==> src/rtl/dmem_arb_pkg.sv <==
// Shared definitions for the dual-core data-memory arbiter: operation codes,
// FSM state encoding and default bus widths.
package dmem_arb_pkg;

   localparam int DEF_DATA_W = 32;
   localparam int DEF_ADDR_W = 9;

   localparam logic [1:0] OP_LD   = 2'b00;
   localparam logic [1:0] OP_ST   = 2'b01;
   localparam logic [1:0] OP_XCHG = 2'b10;

   typedef enum logic [2:0] {
      S_IDLE,
      S_ISSUE,
      S_WAIT,
      S_XWR,
      S_DONE
   } state_e;

   // The reserved encoding behaves as a load.
   function automatic logic [1:0] norm_op(input logic [1:0] op);
      return (op == OP_ST || op == OP_XCHG) ? op : OP_LD;
   endfunction

endpackage

==> src/rtl/rr_arb2.sv <==
// Two-requester round-robin picker. ptr=0 favours requester 0 on a tie; when
// update is high and a grant is made, the pointer moves to favour the loser.
module rr_arb2 (
   input  logic [1:0] req,
   input  logic       ptr,
   input  logic       update,
   output logic [1:0] grant,
   output logic       ptr_next
);

   always_comb begin
      grant[0] = req[0] & (~req[1] | ~ptr);
      grant[1] = req[1] & ~grant[0];
      ptr_next = (update && (|grant)) ? grant[0] : ptr;
   end

endmodule

==> src/rtl/dmem_arbiter.sv <==
// Round-robin arbiter sharing one synchronous 512x32 data RAM between two
// MIPS cores; exchange is an indivisible read-then-write for spin-locks.
module dmem_arbiter
   import dmem_arb_pkg::*;
#(
   parameter int DATA_W = DEF_DATA_W,
   parameter int ADDR_W = DEF_ADDR_W
) (
   input  logic              clk,
   input  logic              rst,
   input  logic              req0,
   input  logic              req1,
   input  logic [1:0]        op0,
   input  logic [1:0]        op1,
   input  logic [ADDR_W-1:0] addr0,
   input  logic [ADDR_W-1:0] addr1,
   input  logic [DATA_W-1:0] wdata0,
   input  logic [DATA_W-1:0] wdata1,
   output logic              done0,
   output logic              done1,
   output logic [DATA_W-1:0] rdata,
   output logic              busy,
   output logic              mem_en,
   output logic              mem_we,
   output logic [ADDR_W-1:0] mem_addr,
   output logic [DATA_W-1:0] mem_wdata,
   input  logic [DATA_W-1:0] mem_rdata
);

   state_e              state_q, state_d;
   logic                owner_q;
   logic [1:0]          op_q;
   logic [ADDR_W-1:0]   addr_q;
   logic [DATA_W-1:0]   wdata_q;
   logic [DATA_W-1:0]   rdata_q;
   logic                ptr_q, ptr_next;
   logic [1:0]          grant;
   logic                in_idle;

   assign in_idle = (state_q == S_IDLE);
   assign busy    = ~in_idle;

   // The pointer is committed as the grant is taken rather than at completion;
   // it is only consulted in IDLE, so the arbitration order is the same.
   rr_arb2 u_arb (
      .req      ({req1, req0}),
      .ptr      (ptr_q),
      .update   (in_idle),
      .grant    (grant),
      .ptr_next (ptr_next)
   );

   always_ff @(posedge clk or negedge rst) begin
      if (!rst) begin
         state_q <= S_IDLE;
         ptr_q   <= 1'b0;
         owner_q <= 1'b0;
         op_q    <= OP_LD;
         addr_q  <= '0;
         wdata_q <= '0;
         rdata_q <= '0;
      end else begin
         // NOTE: non-blocking assignments so every register sees pre-edge values.
         state_q <= state_d;
         ptr_q   <= ptr_next;
         if (in_idle && (|grant)) begin
            owner_q <= grant[1];
            op_q    <= grant[1] ? norm_op(op1) : norm_op(op0);
            addr_q  <= grant[1] ? addr1 : addr0;
            wdata_q <= grant[1] ? wdata1 : wdata0;
         end
         if (state_q == S_WAIT) rdata_q <= mem_rdata;
      end
   end

   always_comb begin
      // NOTE: every output gets a default first so no path infers a latch.
      state_d   = state_q;
      mem_en    = 1'b0;
      mem_we    = 1'b0;
      mem_addr  = '0;
      mem_wdata = '0;
      done0     = 1'b0;
      done1     = 1'b0;
      rdata     = '0;
      unique case (state_q)
         S_IDLE: if (|grant) state_d = S_ISSUE;
         S_ISSUE: begin
            mem_en   = 1'b1;
            mem_addr = addr_q;
            if (op_q == OP_ST) begin
               mem_we    = 1'b1;
               mem_wdata = wdata_q;
               state_d   = S_DONE;
            end else begin
               state_d = S_WAIT;
            end
         end
         S_WAIT: state_d = (op_q == OP_XCHG) ? S_XWR : S_DONE;
         // Write-back of the exchange: no other strobe can slip in before it.
         S_XWR: begin
            mem_en    = 1'b1;
            mem_we    = 1'b1;
            mem_addr  = addr_q;
            mem_wdata = wdata_q;
            state_d   = S_DONE;
         end
         S_DONE: begin
            done0   = ~owner_q;
            done1   = owner_q;
            rdata   = (op_q == OP_ST) ? '0 : rdata_q;
            state_d = S_IDLE;
         end
         default: state_d = S_IDLE;
      endcase
   end

endmodule

==> config.mk <==
export PLATFORM = sky130hd
export DESIGN_NAME = dmem_arbiter
export DESIGN_NICKNAME = d
export VERILOG_FILES = /design/src/rtl/dmem_arb_pkg.sv /design/src/rtl/rr_arb2.sv /design/src/rtl/dmem_arbiter.sv
export SDC_FILE = /design/constraint.sdc
export NUM_CORES = 1
export LEC_CHECK = 0
export BUFFER_PORTS_ARGS = -buffer_cell sky130_fd_sc_hd__buf_2
export CAP_MARGIN = 30
export CORE_MARGIN = 1.5
export CORE_UTILIZATION = 51
export CTS_CLUSTER_DIAMETER = 80
export CTS_CLUSTER_SIZE = 20
export DETAILED_ROUTE_END_ITERATION = 16
export GPL_TIMING_DRIVEN = 0
export PLACE_DENSITY = 0.95
export SLEW_MARGIN = 20
export SYNTH_ARGS = -nofsm -noshare
export SYNTH_HDL_FRONTEND = slang
export SYNTH_HIERARCHICAL = 1
export SYNTH_SLANG_ARGS = --single-unit
==> constraint.sdc <==
create_clock -name clk -period 2.8 [get_ports clk]
set_input_delay 0.7 -clock clk [delete_from_list [all_inputs] [get_ports clk]]
set_output_delay 0.7 -clock clk [all_outputs]
set_load 0.01 [all_outputs]
==> results of run 1 <==
## final timing paths
| kind | from | depth (start not counted) | slack [ns] | to |
|---|---|---|---|---|
| setup / recovery | op_q[1]$_DFFE_PN0P_ | 5 | 0.20 | mem_wdata[25] |
| hold / removal | rst | 1 | 0.32 | rdata_q[13]$_DFFE_PN0N_ |
| setup reg to reg | ptr_q$_DFF_PN0_ | 6 | 0.77 | wdata_q[5]$_DFFE_PN0P_ |
| hold reg to reg | rdata_q[21]$_DFFE_PN0N_ | 1 | 0.48 | rdata_q[21]$_DFFE_PN0N_ |
| max in group asynchronous | rst | 2 | 1.89 | rdata_q[29]$_DFFE_PN0N_ |
| min in group clk | rdata_q[21]$_DFFE_PN0N_ | 1 | 0.48 | rdata_q[21]$_DFFE_PN0N_ |
## routing by layer
layer  global-route usage (%)  part of all wire (%)  vias to the layer above
met4                     8.33                   1.7                        0
met2                     39.1                    51                      136
li1                         -                     -                     1519
met3                     7.34                   7.6                       12
met1                     26.5                    40                     1496
met5                        0                     0                        -
## timing repair
action / CTS / global route
buffers inserted: 0 / 0
gates resized for setup: 1 / 2
setup endpoints to repair: 10 / 10
## final cells by class
cell class                      instances  share of cell area, %
Multi-Input combinational cell        216                   37.1
Sequential cell                        80                   35.0
Inverter                                5                  0.328
Buffer                                 20                   3.52
Tap cell                              105                   2.29
Timing Repair Buffer                  200                   17.8
Clock buffer                           11                   2.64
Clock inverter                          5                   1.38
## through the flow
stage	cell area [um2]	utilization, %	worst slack [ns]	total power, mW	hold slack (ns)
after floorplan	4340	-	0.747	3.87	0.404
after global placement	5470	66.6	0.377	4.44	0.460
after detailed placement	5490	66.9	0.321	4.58	0.474
after CTS	5730	69.7	0.0512	5.55	0.320
after global routing	5730	69.7	0.00582	5.84	0.330
final	5730	69.7	0.202	5.50	0.315
## critical path: stages, from the launching register on
cell                       delay (ns)
sky130_fd_sc_hd__dfrtp_1         0.40
sky130_fd_sc_hd__nor2b_1         0.30
sky130_fd_sc_hd__o21a_1          0.29
sky130_fd_sc_hd__clkbuf_2        0.27
sky130_fd_sc_hd__and2_1          0.16
sky130_fd_sc_hd__buf_2           0.13
## registers in the layout (all words and copies together), names as in the netlist
name / cells
addr_q: 9
op_q: 2
owner_q: 1
ptr_q: 1
rdata_q: 32
state_q: 3
wdata_q: 32
## Yosys cell counts (all sizes together), types with 2 or more instances
cell type,number,share of area (%)
nand2,2,0.17
buf,16,4.2
a21boi,2,0.35
inv,5,0.43
nor2,4,0.52
mux2,116,34
and2,73,11
clkbuf,4,0.35
nor3b,3,0.78
dfrtp,80,46
nor3,2,0.49
o21a,2,0.35
## where the power goes
group	switching (mW)	leakage [nW]	internal [mW]
sequential	0.330	0.948	1.75
clock	0.406	0.119	0.550
combinational	0.959	1.93	1.51
total	1.69	2.99	3.80
## cells by family (layout without fill, tap and decap cells)
family / Yosys count / after routing / share of synthesized area, %
and+or+nand+nor: 88 / 88 / 13.2
muxes: 116 / 116 / 33.5
DFF: 80 / 80 / 46.1
AOI/OAI and AO/OA: 12 / 12 / 2.19
buffers and inverters: 25 / 241 / 5.01
## cells in the final DEF (no fill, tap or decap), types with 2 or more instances in the layout
cell                        instances
sky130_fd_sc_hd__mux2_2            73
sky130_fd_sc_hd__and2_1            73
sky130_fd_sc_hd__buf_2            203
sky130_fd_sc_hd__bufinv_16          2
sky130_fd_sc_hd__nand2_1            2
sky130_fd_sc_hd__clkbuf_1           2
sky130_fd_sc_hd__o21a_1             2
sky130_fd_sc_hd__dfrtp_1           80
sky130_fd_sc_hd__nor2_1             3
sky130_fd_sc_hd__inv_1              5
sky130_fd_sc_hd__mux2_4            40
sky130_fd_sc_hd__buf_12             5
sky130_fd_sc_hd__clkbuf_2           2
sky130_fd_sc_hd__nor3b_1            2
sky130_fd_sc_hd__clkinv_2           2
sky130_fd_sc_hd__mux2_1             3
sky130_fd_sc_hd__buf_6              7
sky130_fd_sc_hd__clkbuf_8          11
==> out/qor.yml, run 1 <==
outcome: "complete, no violations"
post-route-min-period_ns: 2.60
post-place-cells: 626
grt_start_max_net_pins: 44
power.ir.vdd_worst_uv: 445
async_flop_share_pct: 100
slew_headroom_pct: 62.7
report.final.setup_viol: 0
cts.reportedPaths.clkPinSlew_ns: 0.08
grt.overflow.total: 0
drt.antenna.violating_nets: 0
cp.required_ns: 2.10
cellLeakagePower_nw: 2.99
die-width_um: 95.3
fp-row-count: 33
critPathKind: "register to output pin"
wirelength_mm: 10.1
most_common_flop_cell_mapped_by_yosys: "sky130_fd_sc_hd__dfrtp_1"
clock_skew_ns: 0.0120
cts_tree: "yes"
critPathArrivalTime_ns: 1.90
max_cap_viol_count: 0
hold_path_class: "primary input to async pin"
timing.setup.tns_ns: 0
finalHoldViolCount: 0
combined_global_route_utilization_of_all_metal_layers_pct: 22.8
layout.area.seq_um2: 2000
synth_cells: 321
hold_buffers: 0
fillCellCount: 571
layoutNonFillerInstCount: 642
detailroute.via_count: 3163
dr.pass1.iters: 4
count_of_input_and_output_buffers: 199
unrepaired_setup_endpoints_after_global_routing: "false"
worst_setup_path_start_kind: "register"
cellPowerDensity_nw_per_um2: 960
flow.area_growth_from_synthesis_pct: 31.8
min_period_over_period_pct: 92.8
syn_area_um2: 4340
insertion_delay_to_the_later_sink_of_the_worst_skew_pair_ns: 0.34
grt_first_pass_wirelength_mm: 15.5
place_congestion: 0.732
cts_inserted_buffers: 9
design.portCount: 200
cts.root.buffer_cell: "sky130_fd_sc_hd__clkbuf_8"
timing.critical_path.fanout_max: 10
detail_route.vias_per_cell: 4.93
cts-htree-levels: 3
sort_of_element_at_the_end_of_the_critical_path: "output pin"
grt_antenna_before_repair: 0
synth.lib_cells_used.distinct: 32
die_area_um2: 9080
synthesis.nets: 443
yosysWarningCount: 6
routed_wire_length_per_instance_um: 15.7
multi_input_combinational_cell_area_um2: 2120
drive_gt1_share_pct: 65.5
flops_latches_synth: 80
initial_core_util_pct: 52.9
design.core.area_um2: 8220
mean_area_per_synthesized_cell_um2: 13.5
tightest_slew_ns: 0.559
ctsLongestPathBuffers: 2
first_global_vias: 3225
synth-edff-count: 0
cts_sinks: 80
synth.yosys.seq_area_share_pct: 46.1
antenna-diode-count: 0
remaining_drc_errors: 0
final_nets: 654
timing.fmax_ghz: 0.385
dp.final_hpwl_mm: 7.94
drt-initial-drc-count: 55
timing_max_transition_violations_final: 0
die_h_um: 95.3
(Power assumes the default switching activity.)
==> run 2: changes to the inputs <==
- CORE_UTILIZATION: 51 -> 47
- PLACE_DENSITY: 0.95 -> 0.89
- clock period: 2.8 -> 2.6 ns (I/O delays scaled with it)
==> run 2 against run 1 <==
Compared with the run above:
- die area is 8.2% higher
- critical path depth stayed put
- sequential power is 7% higher
- utilization is 4.7 points lower
- clock skew is 0.0018 ns higher
- worst hold slack worse by 0.089 ns
- count of clock-buffer cells in the layout is 1 lower
- non-clock buffer count stayed put
- sequential share of layout area is 0.072 points lower
==> out/qor.yml, run 2 (synthesis results as in run 1) <==
outcome: "complete, no violations"
first_global_vias: 3381  # +4.8%
die_h_um: 99.1  # +4.0%
finalHoldViolCount: 0  # unchanged
wirelength_mm: 9.95  # -1.5%
antenna-diode-count: 0  # unchanged
sort_of_element_at_the_end_of_the_critical_path: "output pin"
critPathBufInv: 2  # unchanged
pre_cts_ws_ns: 0.110  # -0.211 ns
cellPowerDensity_nw_per_um2: 1030  # +7.3%
grt_first_pass_wirelength_mm: 15.9  # +2.4%
dr.pass1.iters: 4  # unchanged
layoutNonFillerInstCount: 645  # +0.47%
timing.setup.tns_ns: 0  # unchanged
cp_top_family: "simple AND/OR/NAND/NOR gates"
routed_wire_length_per_instance_um: 15.4  # -1.9%
detail_route.vias_per_cell: 4.92  # about the same
grt_start_max_net_pins: 54  # +23%
post-place-cells: 629  # +0.48%
detailroute.via_count: 3176  # +0.41%
cp.required_ns: 1.95  # -0.15 ns
post_cts.resized_instances: 4  # +3
unrepaired_setup_endpoints_after_global_routing: "false"
utilization_pct: 65.0  # -4.7 points
clock_skew_ns: 0.0137  # +0.00176 ns
layout.cells.most_common: "sky130_fd_sc_hd__buf_2"
critPathArrivalTime_ns: 1.83  # -0.07 ns
drt-initial-drc-count: 49  # -11%
flow.area_growth_from_synthesis_pct: 32.3
postCtsSetupBuffers: 0  # unchanged
fp-row-count: 34  # +3.0%
top_regs: "rdata_q: 32 flops, wdata_q: 32 flops, addr_q: 9 flops"
dp.final_hpwl_mm: 7.70  # -3.0%
slowest_delay_ns: 0.47  # +0.07 ns
cts-htree-levels: 3  # unchanged
tightest_slew_ns: 0.581  # +0.0218 ns
remaining_drc_errors: 0  # unchanged
insertion_delay_to_the_later_sink_of_the_worst_skew_pair_ns: 0.34  # about the same
count_of_input_and_output_buffers: 199  # unchanged
drt.antenna.violating_nets: 0  # unchanged
place_congestion: 0.751  # +2.5%
setup_slack_after_layout_ns: 0.124  # -0.0785 ns
top_library_cells_by_usage_in_the_layout_fill_and_taps_aside: "sky130_fd_sc_hd__buf_2, sky130_fd_sc_hd__dfrtp_1, sky130_fd_sc_hd__and2_1, sky130_fd_sc_hd__mux2_2, sky130_fd_sc_hd__mux2_4"
cts_inserted_buffers: 9  # unchanged
report.final.setup_viol: 0  # unchanged
cts.root.buffer_cell: "sky130_fd_sc_hd__clkbuf_8"
timing.fmax_ghz: 0.404
design.core.area_um2: 8850  # +7.7%
grt_antenna_before_repair: 0  # unchanged
cellLeakagePower_nw: 2.99  # about the same
combined_global_route_utilization_of_all_metal_layers_pct: 20.7  # -2.1 points
timing_max_transition_violations_final: 0  # unchanged
ctsLongestPathBuffers: 2  # unchanged
max_cap_viol_count: 0  # unchanged
fillCellCount: 674  # +18%
initial_core_util_pct: 49.1  # -3.8 points
timing.critical_path.fanout_max: 10  # unchanged
grt.overflow.total: 0  # unchanged
critPathKind: "register to output pin"
min_period_over_period_pct: 95.2
cts_tree: "yes"
design.portCount: 200  # unchanged
worst_path_max_delay_cell: "sky130_fd_sc_hd__dfrtp_2"
worst_setup_path_start_kind: "register"
die_area_um2: 9830  # +8.2%
drive_gt1_share_pct: 66.5  # +0.93 points
die-width_um: 99.1  # +4.0%
power.ir.vdd_worst_uv: 506  # +14%
hold_buffers: 0  # unchanged
hold_path_class: "primary input to async pin"
slew_headroom_pct: 61.3  # -1.5 points
timing.critical_path.cells: "or3b_4, nor2_4, buf_6, and2_1, buf_2"
final_nets: 654  # unchanged
power.total_mw: 5.92  # +7.8%
cts_sinks: 80  # unchanged
cts.reportedPaths.clkPinSlew_ns: 0.09  # about the same
post-route-min-period_ns: 2.48
[run 2: worst register-to-register path, cell delays in order (launching register included)]
cell and delay, ns:
sky130_fd_sc_hd__dfrtp_1 0.39, sky130_fd_sc_hd__inv_1 0.05, sky130_fd_sc_hd__a21boi_1 0.18, sky130_fd_sc_hd__buf_2 0.31, sky130_fd_sc_hd__buf_2 0.33, sky130_fd_sc_hd__mux2_2 0.39, sky130_fd_sc_hd__mux2_4 0.26
[run 2: layout make-up]
cell class | count | area, um2 | area share, %
plain buffers | 20 | 206 | 3.59
flip-flops and latches | 80 | 2010 | 34.9
inverters | 5 | 18.8 | 0.326
clock inverters | 6 | 91.3 | 1.59
repair buffers | 200 | 1030 | 17.8
multi-input cells | 216 | 2130 | 37.0
clock buffers | 10 | 138 | 2.39
well taps | 108 | 135 | 2.35
[run 2: per-stage QoR]
step | instance area (um2) | hold slack, ns
2_1_floorplan | 4340 | 0.354
3_3_place_gp | 5480 | 0.459
3_5_place_dp | 5510 | 0.471
4_1_cts | 5740 | 0.222
5_1_grt | 5750 | 0.231
6_report | 5750 | 0.227
[run 2: routing by layer]
layer / vias up / wire, um / track usage (%)
met4: 0 / 145 / 6.61
met3: 16 / 599 / 4.43
met2: 136 / 5030 / 37.4
li1: 1521 / - / -
met5: - / 0 / 0
met1: 1503 / 4170 / 24.7
[run 2: power breakdown]
group / switching, mW / internal, mW
combinational: 1.03 / 1.63
sequential: 0.342 / 1.88
clock: 0.461 / 0.573
total: 1.84 / 4.09
[run 2: path summary, 6_finish.rpt]
check                                        from                      to  slack, ns  depth (start not counted)
setup / recovery           state_q[1]$_DFFE_PN0P_               rdata[14]       0.12                          5
hold reg to reg            rdata_q[7]$_DFFE_PN0N_  rdata_q[7]$_DFFE_PN0N_       0.49                          1
hold / removal                                rst   addr_q[4]$_DFFE_PN0P_       0.23                          1
setup reg to reg                  ptr_q$_DFF_PN0_  wdata_q[6]$_DFFE_PN0P_       0.57                          6
min in group clk           rdata_q[7]$_DFFE_PN0N_  rdata_q[7]$_DFFE_PN0N_       0.49                          1
max in group asynchronous                     rst  state_q[1]$_DFFE_PN0P_       1.78                          2
==> run 3: changes to the inputs <==
- GPL_TIMING_DRIVEN: 0 -> not set
==> run 3 against run 2 <==
Compared with the run above:
- worst hold slack better by 0.058 ns
- critical path depth stayed put
- maximum frequency hardly changed
- non-clock buffer count down 9
- count of clock-buffer cells in the layout up 2
- design area down 0.98%
- cell count is 1.4% lower
- sequential power barely moved
- first-iteration DRC count shrank 2.0%
==> out/qor.yml, run 3 (synthesis results as in run 1) <==
flow.area_growth_from_synthesis_pct: 31.0
critPathArrivalTime_ns: 1.83  # about the same
place_congestion: 0.780  # +3.9%
reg2reg_setup_slack_ns: 0.84  # +0.27 ns
tightest_slew_ns: 0.527  # -0.0540 ns
outcome: "complete, no violations"
remaining_drc_errors: 0  # unchanged
finalHoldViolCount: 0  # unchanged
slowest_delay_ns: 0.49  # +0.02 ns
combined_global_route_utilization_of_all_metal_layers_pct: 20.0  # -0.68 points
worst_r2r_endpoint: "wdata_q[8]$_DFFE_PN0P_"
grt.overflow.total: 0  # unchanged
cts_tree: "yes"
dr.pass1.iters: 4  # unchanged
top_library_cells_by_usage_in_the_layout_fill_and_taps_aside: "sky130_fd_sc_hd__buf_2, sky130_fd_sc_hd__dfrtp_1, sky130_fd_sc_hd__and2_1, sky130_fd_sc_hd__mux2_2, sky130_fd_sc_hd__mux2_4"
detail_route.vias_per_cell: 4.98  # +1.2%
die_area_um2: 9830  # unchanged
cts-htree-levels: 3  # unchanged
antenna-diode-count: 0  # unchanged
min_period_over_period_pct: 95.3  # about the same
setup_slack_after_layout_ns: 0.123  # -0.000487 ns
ctsLongestPathBuffers: 2  # unchanged
design.portCount: 200  # unchanged
timing.critical_path.fanout_max: 14  # +4
count_of_input_and_output_buffers: 199  # unchanged
cp.required_ns: 1.95  # about the same
drt-initial-drc-count: 48  # -2.0%
fillCellCount: 725  # +7.6%
insertion_delay_to_the_later_sink_of_the_worst_skew_pair_ns: 0.33  # about the same
fp-row-count: 34  # unchanged
timing.critical_path.cells: "or3b_4, nor2_4, buf_12, and2_1, buf_2"
first_global_vias: 3205  # -5.2%
die_h_um: 99.1  # unchanged
max_cap_viol_count: 0  # unchanged
timing.setup.tns_ns: 0  # unchanged
worst_path_max_delay_cell: "sky130_fd_sc_hd__dfrtp_1"
pre_cts_ws_ns: 0.249  # +0.140 ns
post-route-min-period_ns: 2.48  # +0.000487 ns
grt_antenna_before_repair: 0  # unchanged
die-width_um: 99.1  # unchanged
slew_headroom_pct: 64.9  # +3.6 points
cellLeakagePower_nw: 2.96  # -1.2%
grt_first_pass_wirelength_mm: 15.2  # -4.3%
cts_inserted_buffers: 9  # unchanged
sort_of_element_at_the_end_of_the_critical_path: "output pin"
reg2regPathDepth: 6  # unchanged
routed_wire_length_per_instance_um: 15.3  # -1.1%
layoutNonFillerInstCount: 636  # -1.4%
drt.antenna.violating_nets: 0  # unchanged
cts.root.buffer_cell: "sky130_fd_sc_hd__clkbuf_8"
timing_max_transition_violations_final: 0  # unchanged
worst_hold_slack_after_final_layout_ns: 0.285  # +0.0578 ns
crit-reg2reg-launch: "ptr_q$_DFF_PN0_"
dp.final_hpwl_mm: 7.10  # -7.9%
post-place-cells: 616  # -2.1%
grt_start_max_net_pins: 81  # +50%
report.final.setup_viol: 0  # unchanged
clock_skew_ns: 0.00986  # -0.00388 ns
unrepaired_setup_endpoints_after_global_routing: "false"
layout.cells.most_common: "sky130_fd_sc_hd__buf_2"
cts_sinks: 80  # unchanged
initial_core_util_pct: 49.1  # unchanged
top_regs: "rdata_q: 32 flops, wdata_q: 32 flops, addr_q: 9 flops"
drive_gt1_share_pct: 66.1  # -0.38 points
detailroute.via_count: 3169  # -0.22%
timing.fmax_ghz: 0.404  # about the same
final_nets: 646  # -1.2%
power.ir.vdd_worst_uv: 415  # -18%
design.core.area_um2: 8850  # unchanged
wirelength_mm: 9.71  # -2.5%
hold_path_class: "primary input to async pin"
critPathKind: "register to output pin"
cellPowerDensity_nw_per_um2: 1020  # -0.59%
cts.reportedPaths.clkPinSlew_ns: 0.08  # about the same
hold_buffers: 0  # unchanged
worst_setup_path_start_kind: "register"
==> run 3: layout make-up <==
| class | count | area [um2] | area share (%) |
|---|---|---|---|
| Multi-Input combinational cell | 217 | 2150 | 37.8 |
| Sequential cell | 80 | 2000 | 35.2 |
| Timing Repair Buffer | 211 | 1160 | 20.4 |
| Clock buffer | 12 | 155 | 2.73 |
| Tap cell | 108 | 135 | 2.37 |
| Clock inverter | 3 | 65.1 | 1.14 |
| Inverter | 5 | 18.8 | 0.330 |
==> run 3: metal layers <==
| metal | track usage [%] | share of wire (%) |
|---|---|---|
| met4 | 5.74 | 0.78 |
| met5 | 0 | 0 |
| met2 | 36.4 | 51 |
| met3 | 4.57 | 6.3 |
| met1 | 23.8 | 42 |
==> run 3: worst max-delay path by stage <==
stage	startpoint	slack, ns	end	cells past startpoint
finish	state_q[0]$_DFFE_PN0P_	0.12	rdata[22]	5
global route	state_q[0]$_DFFE_PN0P_	0.02	rdata[2]	5
CTS	state_q[1]$_DFFE_PN0P_	0.02	rdata[25]	4
detailed placement	state_q[2]$_DFFE_PN0P_	0.25	rdata[22]	4
global placement	state_q[1]$_DFFE_PN0P_	0.34	rdata[18]	4
floorplan	req1	0.60	addr_q[0]$_DFFE_PN0P_	5
==> run 3: critical path: cells and delay by family, from the launching register on <==
kind                   cells  cell delay (ns)
AND/OR/NAND/NOR            3             0.74
flip-flops                 1             0.49
buffers and inverters      2             0.25
==> run 3: through the flow <==
| step | power, mW | utilization (%) | instance area, um2 |
|---|---|---|---|
| after floorplan | 4.17 | - | 4340 |
| after global placement | 4.68 | 60.9 | 5390 |
| after detailed placement | 4.81 | 60.9 | 5390 |
| after CTS | 5.88 | 63.9 | 5650 |
| after global routing | 6.20 | 64.3 | 5690 |
| final | 5.83 | 64.3 | 5690 |
==> run 3: power breakdown <==
group | switching, mW | internal, mW
Sequential | 0.359 | 1.88
Clock | 0.413 | 0.587
Combinational | 1.02 | 1.57
==> run 3: timing repair <==
item                       CTS  global route
setup endpoints to repair   32            17
buffers inserted             2             1
gates cloned                 1             0
pin swaps                    1             1
gates resized for setup      2             2
